`src/rtl/seg_capture.sv`:
```
// seg_capture: observes a multiplexed, active-low 7-segment bus and debounces each
// {segment, select} pattern. It decodes stable patterns back to 4-bit digit codes,
// assembles eight slots in a shadow frame and publishes each complete frame atomically.
//
// Ports:
//   clk          rising-edge clock
//   rst_n        asynchronous active-low reset
//   seg_in[6:0]  active-low segments, [6]=a .. [0]=g
//   an_in[7:0]   active-low digit selects, bit i low = slot i driven
//   digits[31:0] published frame, slot i at [4i+3:4i]
//   blank[7:0]   published per-slot blank flags (all segments off)
//   err[7:0]     published per-slot undecodable-pattern flags
//   frame_valid  one-cycle pulse when digits/blank/err update
//   an_err       one-cycle pulse when a stable pattern has more than one select low
module seg_capture #(
    parameter int unsigned STABLE_CYCLES = 4
) (
    input  logic        clk,
    input  logic        rst_n,
    input  logic [6:0]  seg_in,
    input  logic [7:0]  an_in,
    output logic [31:0] digits,
    output logic [7:0]  blank,
    output logic [7:0]  err,
    output logic        frame_valid,
    output logic        an_err
);

    localparam logic [7:0]  CntMax     = 8'(STABLE_CYCLES);
    localparam logic [7:0]  CntLast    = 8'(STABLE_CYCLES - 1);
    localparam logic [14:0] IdleSample = {7'h7F, 8'hFF};

    // Stability filter state
    logic [14:0] r_sample;
    logic [7:0]  r_cnt;
    logic        r_done;

    // Shadow frame being assembled
    logic [31:0] r_sh_digits;
    logic [7:0]  r_sh_blank;
    logic [7:0]  r_sh_err;
    logic [7:0]  r_seen;

    // Published outputs
    logic [31:0] r_digits;
    logic [7:0]  r_blank;
    logic [7:0]  r_err;
    logic        r_frame_valid;
    logic        r_an_err;

    logic [14:0] w_sample;
    logic        w_same;
    logic        w_capture;
    logic [7:0]  w_an_low;
    logic        w_one_hot;
    logic        w_multi;
    logic [2:0]  w_slot;
    logic [3:0]  w_code;
    logic        w_blank_bit;
    logic        w_err_bit;
    logic        w_publish;
    logic [31:0] w_sh_digits_d;
    logic [7:0]  w_sh_blank_d;
    logic [7:0]  w_sh_err_d;
    logic [7:0]  w_seen_d;

    assign w_sample  = {seg_in, an_in};
    assign w_same    = (w_sample == r_sample);
    // Fires on the edge where the count would reach STABLE_CYCLES; done blocks repeats
    // for the rest of the dwell.
    assign w_capture = w_same && (r_cnt == CntLast) && !r_done;

    // Select decode: one low bit names a slot, several low bits are a bus error.
    assign w_an_low  = ~an_in;
    assign w_one_hot = (w_an_low != 8'h00) && ((w_an_low & (w_an_low - 8'h01)) == 8'h00);
    assign w_multi   = (w_an_low != 8'h00) && !w_one_hot;

    always_comb begin
        w_slot = 3'd0;
        for (int i = 0; i < 8; i++) begin
            if (w_an_low[i]) begin
                w_slot = 3'(i);
            end
        end
    end

    // Segment decode, pattern order abcdefg, 0 = segment lit
    always_comb begin
        w_code      = 4'hE;
        w_blank_bit = 1'b0;
        w_err_bit   = 1'b0;
        case (seg_in)
            7'b0000001: w_code = 4'h0;
            7'b1001111: w_code = 4'h1;
            7'b0010010: w_code = 4'h2;
            7'b0000110: w_code = 4'h3;
            7'b1001100: w_code = 4'h4;
            7'b0100100: w_code = 4'h5;
            7'b0100000: w_code = 4'h6;
            7'b0001111: w_code = 4'h7;
            7'b0000000: w_code = 4'h8;
            7'b0000100: w_code = 4'h9;
            7'b1111111: begin
                w_code      = 4'hF;
                w_blank_bit = 1'b1;
            end
            default: begin
                w_code    = 4'hE;
                w_err_bit = 1'b1;
            end
        endcase
    end

    // Shadow update and frame completion
    always_comb begin
        w_sh_digits_d = r_sh_digits;
        w_sh_blank_d  = r_sh_blank;
        w_sh_err_d    = r_sh_err;
        w_seen_d      = r_seen;
        w_publish     = 1'b0;
        if (w_capture && w_one_hot) begin
            w_sh_digits_d[{w_slot, 2'b00} +: 4] = w_code;
            w_sh_blank_d[w_slot]                = w_blank_bit;
            w_sh_err_d[w_slot]                  = w_err_bit;
            if ((r_seen | w_an_low) == 8'hFF) begin
                w_publish = 1'b1;
                w_seen_d  = 8'h00;
            end else begin
                w_seen_d  = r_seen | w_an_low;
            end
        end
    end

    always_ff @(posedge clk or negedge rst_n) begin
        if (!rst_n) begin
            r_sample <= IdleSample;
            r_cnt    <= 8'd0;
            r_done   <= 1'b0;
        end else begin
            r_sample <= w_sample;
            if (!w_same) begin
                r_cnt  <= 8'd0;
                r_done <= 1'b0;
            end else begin
                if (r_cnt < CntMax) begin
                    r_cnt <= r_cnt + 8'd1;
                end
                if (w_capture) begin
                    r_done <= 1'b1;
                end
            end
        end
    end

    always_ff @(posedge clk or negedge rst_n) begin
        if (!rst_n) begin
            r_sh_digits   <= 32'h0;
            r_sh_blank    <= 8'h00;
            r_sh_err      <= 8'h00;
            r_seen        <= 8'h00;
            r_digits      <= 32'h0;
            r_blank       <= 8'h00;
            r_err         <= 8'h00;
            r_frame_valid <= 1'b0;
            r_an_err      <= 1'b0;
        end else begin
            r_sh_digits   <= w_sh_digits_d;
            r_sh_blank    <= w_sh_blank_d;
            r_sh_err      <= w_sh_err_d;
            r_seen        <= w_seen_d;
            r_frame_valid <= w_publish;
            r_an_err      <= w_capture && w_multi;
            // Publish includes the slot captured on this very edge.
            if (w_publish) begin
                r_digits <= w_sh_digits_d;
                r_blank  <= w_sh_blank_d;
                r_err    <= w_sh_err_d;
            end
        end
    end

    assign digits      = r_digits;
    assign blank       = r_blank;
    assign err         = r_err;
    assign frame_valid = r_frame_valid;
    assign an_err      = r_an_err;

endmodule

```
`config.mk`:
```
export PLATFORM = sky130hd
export DESIGN_NAME = seg_capture
export DESIGN_NICKNAME = d
export VERILOG_FILES = /design/src/rtl/seg_capture.sv
export SDC_FILE = /design/constraint.sdc
export NUM_CORES = 1
export LEC_CHECK = 0
export ABC_AREA = 0
export CAP_MARGIN = 20
export CORE_MARGIN = 8
export CORE_UTILIZATION = 55
export DETAILED_ROUTE_END_ITERATION = 6
export GPL_ROUTABILITY_DRIVEN = 0
export PLACE_DENSITY = 0.89
export SETUP_SLACK_MARGIN = 0.02
export SYNTH_ARGS = -nofsm -noshare
export SYNTH_HDL_FRONTEND = slang
export SYNTH_SLANG_ARGS = --single-unit
```
`constraint.sdc`:
```
create_clock -name clk -period 3.77 [get_ports clk]
set_clock_uncertainty 0.05 [all_clocks]
set_input_delay 0.5655 -clock clk [delete_from_list [all_inputs] [get_ports clk]]
set_output_delay 0.5655 -clock clk [all_outputs]
set_load 0.05 [all_outputs]
```
## Yosys cells after proc, flatten, opt, wreduce, memory -nomap -nowiden

Index checks and enable logic that the tools add are counted.

- Add/subtract/negate cells: 3
- Multipliers: 0
- Div/mod/pow operators: 0
- Order comparisons: 3
- Equality and inequality tests: 15
- Shift operators: 2
- Multiplexer cells: 25
- Bitwise operators: 3
- Reduce and logical (&&, ||, !) cells: 13

Operators with widths:

| cell | count |
|---|---|
| $pmux W4 S11 | 1 |
| $mux W8 | 5 |
| $bwmux W32 | 1 |
| $mux W32 | 1 |
| $shift A4 B7 Y32 const A | 1 |
| $shiftx A4 B7 Y32 | 1 |
| $eq A7 B7 Y1 const B | 3 |
| $bwmux W8 | 2 |
| $eq A15 B15 Y1 | 1 |
| $eq A7 B3 Y1 const B | 2 |
| $eq A7 B6 Y1 const B | 2 |
| $mux W3 | 4 |
| $reduce_or A11 Y1 | 1 |
| $add A8 B1 Y8 const B | 1 |
| $and A8 B8 Y8 | 1 |
| $eq A8 B2 Y1 const B | 1 |
| $eq A8 B8 Y1 const B | 1 |
| $logic_not A8 Y1 | 1 |
| $lt A8 B3 Y1 const B | 1 |
| $mux W1 | 8 |
| $not A8 Y8 | 1 |
| $or A8 B8 Y8 | 1 |
| $reduce_bool A8 Y1 | 1 |
| $sub A8 B1 Y8 const B | 1 |
| other kinds (12) | 21 |

- Register bits after elaboration: 130
- Latch bits: 0
- Memory bits (writable): 0
- Bits in read-only memories: 0
- Bits of input ports: 17
- Word-level logic and storage cells: 76
- Memories: 0

## Longest topological paths before layout

- Depth after elaboration: 14
- Gate-level depth with buffers: 11
- Depth with buffers taken out: 9

## Worst setup path before layout

Ideal clock, no wire load.

- Path type: input to register
- From: in an_in[4]
- To: reg r_digits[16] (netlist: digits[16])
- Arrival: 3063 ps
- Slack: 532 ps
- Stages: 10
- Buffers on the path: 1
- Path through: clkbuf_1 -> nor2b_1 -> o31ai_4 -> ha_1 -> ha_1 -> or2_2 -> nor4_1 -> nand4_1 -> mux2_2 -> mux2_4

- Longest elaborated chain between the ends: 9

Ends and longest elaborated chain:

| what | line | RTL |
|---|---|---|
| from (decl) | 21 | `input logic [7:0] an_in,` |
| $not A8 Y8 | 74 | `assign w_an_low = ~an_in;` |
| $mux W3 (4 in a row) | 81 | `if (w_an_low[i]) begin` |
| $neg A5 Y7 | 122 | `w_sh_digits_d[{w_slot, 2'b00} +: 4] = w_code;` |
| $shiftx A4 B7 Y32 / $shift A4 B7 Y32 (equally long branches) | 122 |  |
| $bwmux W32 | 122 |  |
| $mux W32 * | 121 | `if (w_capture && w_one_hot) begin` |
| named net w_sh_digits_d[16] | 62 | `logic [31:0] w_sh_digits_d;` |
| to (signal assigned) | 175 | `r_digits <= w_sh_digits_d;` |
| to (decl) | 45 | `logic [31:0] r_digits;` |

The timed path passes the listed nets; every way through them passes the cells marked *.
A chain may end at the register's enable or synchronous reset.

## Final worst setup path

- From: in an_in[5]
- To: reg r_blank[0] (netlist: blank[0])

- Longest elaborated chain between the ends: 10

Ends and longest elaborated chain:

| what | line | RTL |
|---|---|---|
| $not A8 Y8 | 74 |  |
| $mux W3 (3 in a row) | 81 |  |
| $lt A3 B4 Y1 (implied by the code) / $ge A3 B1 Y1 (equally long branches) | 123 | `w_sh_blank_d[w_slot] = w_blank_bit;` |
| $logic_and A1 B1 Y1 (implied by the code) | 123 |  |
| $mux W1 (implied by the code) | 123 |  |
| $demux W1 S3 | 123 |  |
| $bwmux W8 | 123 |  |
| $mux W8 | 121 |  |
| to (signal assigned) | 176 | `r_blank <= w_sh_blank_d;` |
| to (decl) | 46 | `logic [7:0] r_blank;` |

Several ways; a longest one is shown, not always the timed one.

==> impl_summary.md <==
Worst setup path
The signal on the critical path passes through clkdlybuf4s50_1 -> xor2_1 -> nor4_1 -> nand2_1 -> or2_0 -> or4_4 -> buf_4 -> mux2_4. The worst-case register-to-register setup slack is 680 ps. On the worst path, the slowest cell contributes a delay of 650 ps. Of all nets on the critical path, the largest fanout is 18. The largest individual stage delay along the critical path comes from the cell sky130_fd_sc_hd__or4_4.

The endpoint identified for the worst register-to-register timing path is blank[0]$_DFFE_PN0P_. The worst setup path is of the in2reg kind. Data on the critical path arrives at its endpoint at approximately 3600 ps. The startpoint identified for the worst register-to-register timing path is r_sample[11]$_DFF_PN1_.

The worst setup path is captured at a register. The kind of start point of the critical path is an input port. The cell depth of the worst flop-to-flop path is 7.

The endpoint required time on the critical path is 4130 ps.

Synth
The instance count of the mapped netlist is 428. The count of flip-flops with a built-in enable after synthesis is 0. The number of warnings reported in the yosys synthesis log is 0. The top flip-flop cell by instance count after synthesis is sky130_fd_sc_hd__dfrtp_1. The mean post-synth cell area is between 10 and 15 sq um. The portion of the post-synthesis area used by sequential elements is 0.554. The fraction of synthesis flops using an asynchronous set or reset pin is 1.00. The flip-flop and latch count after synthesis is 130. When the netlist entered floorplanning its net count stood at between 400 and 500. The netlist area before placement is 5900 sq um. The synthesized netlist contains 56 unique library cells.

Clock tree
The clock tree synthesis step divided the H-tree into 4 levels. After clock tree synthesis, the clock-pin slew on the worst setup and hold paths is approximately 60 ps. The longest clock path from root to sink contains 2 buffers. The CTS tree is yes. The total CTS buffers is 17. Buffers added to address setup during post-CTS repair amount to 0. The clock net in this run drives a total of 130 sinks. The cell at the root of the clock tree is sky130_fd_sc_hd__clkbuf_8. The number of gates resized after CTS is 0. Buffers inserted to repair hold after CTS numbered 0. At the later pin of the worst-skew pair, clock insertion delay measures 530 ps.

Cells and area
The area growth from synthesis to layout is 25.7%. The commonest non-fill, non-tap cell in the layout is sky130_fd_sc_hd__dfrtp_1. The antenna diode count is 0. The top cell types in the final layout, fill and taps aside, are sky130_fd_sc_hd__dfrtp_1 (115), sky130_fd_sc_hd__clkdlybuf4s50_1 (65), sky130_fd_sc_hd__mux2_2 (53).

After filler insertion, the fill cell instance count of the layout stands at 700. The number of nets in the final layout is 543. The ratio of cells with drive above 1 in the final layout is 0.342.

Power and ir drop
The power density of the placed cells is between 400 and 500 nW/um^2. IR analysis of the VDD net gives a maximum drop of 368 uV. Power comes to around 0.0033 W. Summed over all cells, the static leakage comes to between 3 and 4 nW.

Floorplanning
The initialized floorplan defines 38 standard-cell rows. The die is 120 um tall. From left edge to right edge, the die measures 120 um. The total area inside the core boundary comes to 10700 sq um. For this configuration, the core starts out at a cell density of 0.554.

The die covers 14300 sq um. During I/O placement, the number of pins put on the boundary was 67.

STA
The share of the clock period used by the worst path after layout is 0.861. Summed over all failing endpoints, the final setup total negative slack is 0 ps. Setup violations remaining at the end of the flow were counted as 0. The max-slew violation count came to 0. For the finished layout, the period the worst path requires is 3250 ps. The slew at the pin with the worst max-slew slack is 822 ps. The highest attainable clock frequency is 0.308 GHz.

The relative slew slack is 0.452. The count of final hold-check violations is 0. Setup repair after global routing left no endpoint under its margin.

Place
The HPWL after detailed placement is 9050 um. Input and output buffers added on the ports amount to 66.

Routing
The count of nets left with antenna violations once routing finished came out at 0. In the routed layout, each cell is associated on average with a via count of 5.75. The wire length per cell after detailed routing is 20.2 um. The detailed-route via count is 3879. The first routing iteration left about 240 violations. The pre-antenna-repair detailed-routing pass consisted of 5 iterations. Summed over all layers, the routed wires come to 13600 um. The post-route DRC violation count is 0.

Global route
Entering global routing, the biggest net connects 70 pins. The remaining global-route overflow is 0. The initial antenna violation count came to 0. For this run, the total global-route usage over all layers was measured as 0.203.

The via count of the first global-routing pass is 4294. The first global-routing pass estimated 22800 um of wire.

Outcome
The flow ran to the end, and the final reports show no timing, DRC or antenna violations.

Run
Max-cap violations in this run came to 0.

Worst hold path
The class of the tightest hold or removal check is in2async.
-- Yosys cell counts, drive strengths merged (2+ instances only) --
library cell,n,area [sq um]
dfrtp,115,2880
nor4,7,62.6
dfstp,15,394
a21oi,11,58.8
or3,3,18.8
xor2,14,123
o21a,5,37.5
and4,3,26.3
nand4b,4,35.0
o211ai,2,15.0
xnor2,3,26.3
buf,18,189
and2,7,43.8
nor3,12,60.1
nand3,6,30.0
ha,4,50.1
nor2b,7,43.8
mux2i,4,40.0
nand2,16,60.1
nor4b,5,43.8
o31ai,2,28.8
o21ai,2,10.0
clkbuf,5,18.8
nor2,14,55.1
or2,3,18.8
mux2,94,1210
a31oi,2,12.5
inv,12,45.0
nand4,13,81.3
o2111ai,3,26.3
-- per-stage QoR --
stage,util,worst slack [ps],instances,cell area (sq um),hold slack (ps)
after floorplan,-,532,428,5900,220
after detailed placement,0.638,77.5,643,6790,429
after global placement,0.638,135,643,6790,424
final,0.697,525,675,7420,84.4
after CTS,0.697,577,675,7420,89.6
after global routing,0.697,379,675,7420,128
-- how the worst max path moves through the flow --
stage	from	to	slack [ps]
finish	an_in[5]	blank[0]$_DFFE_PN0P_	520
global placement	an_in[5]	digits[16]$_DFFE_PN0P_	140
global route	an_in[5]	digits[12]$_DFFE_PN0P_	380
CTS	an_in[5]	blank[0]$_DFFE_PN0P_	580
floorplan	an_in[4]	digits[16]$_DFFE_PN0P_	530
detailed placement	an_in[5]	digits[19]$_DFFE_PN0P_	80
-- worst max-delay path, delay by kind of cell --
family                    cells  cell delay [ps]
buffers and inverters         2              880
xor gates and xnor gates      1              240
muxes                         1              330
and+or+nand+nor               4             1570
-- state kept, by name (all words and copies together) (netlist names) --
signal       cells
r_seen           8
an_err           1
r_sh_err         8
r_cnt            8
r_sh_blank       8
r_sample        15
r_sh_digits     32
err              8
r_done           1
digits          32
blank            8
frame_valid      1
-- report_power, final --
| part | switching (W) | leakage (nW) | internal [W] |
|---|---|---|---|
| sequential | 0.00000380 | 1.75 | 0.00141 |
| clock | 0.000610 | 0.303 | 0.00111 |
| combinational | 0.0000951 | 1.51 | 0.0000547 |
| total | 0.000709 | 3.57 | 0.00258 |
-- final cells by class --
type / instances / area, sq um / share of cell area
well taps: 140 / 175 / 0.0236
inverters: 12 / 45.0 / 0.00607
flip-flops and latches: 130 / 3270 / 0.441
multi-input cells: 263 / 2380 / 0.321
repair buffers: 98 / 923 / 0.124
clock inverters: 11 / 176 / 0.0238
clock buffers: 21 / 449 / 0.0605
-- routing by layer --
metal	share of wire	routed length, um	global-route usage
met2	0.50	6800	0.328
met5	0	0	0
met4	0.025	344	0.0984
met1	0.41	5570	0.238
met3	0.068	921	0.0709
-- cell families (layout without fill, tap and decap cells) --
group / Yosys count / count (layout) / share of synthesized area
and+or+nand+nor: 107 / 107 / 0.109
adders and majority gates: 4 / 4 / 0.00848
muxes: 98 / 98 / 0.212
buffers and inverters: 35 / 142 / 0.0428
AOI/OAI and AO/OA: 37 / 37 / 0.0481
DFF: 130 / 130 / 0.554
xor gates and xnor gates: 17 / 17 / 0.0252
Note: power is estimated with default switching activity, not from simulation.
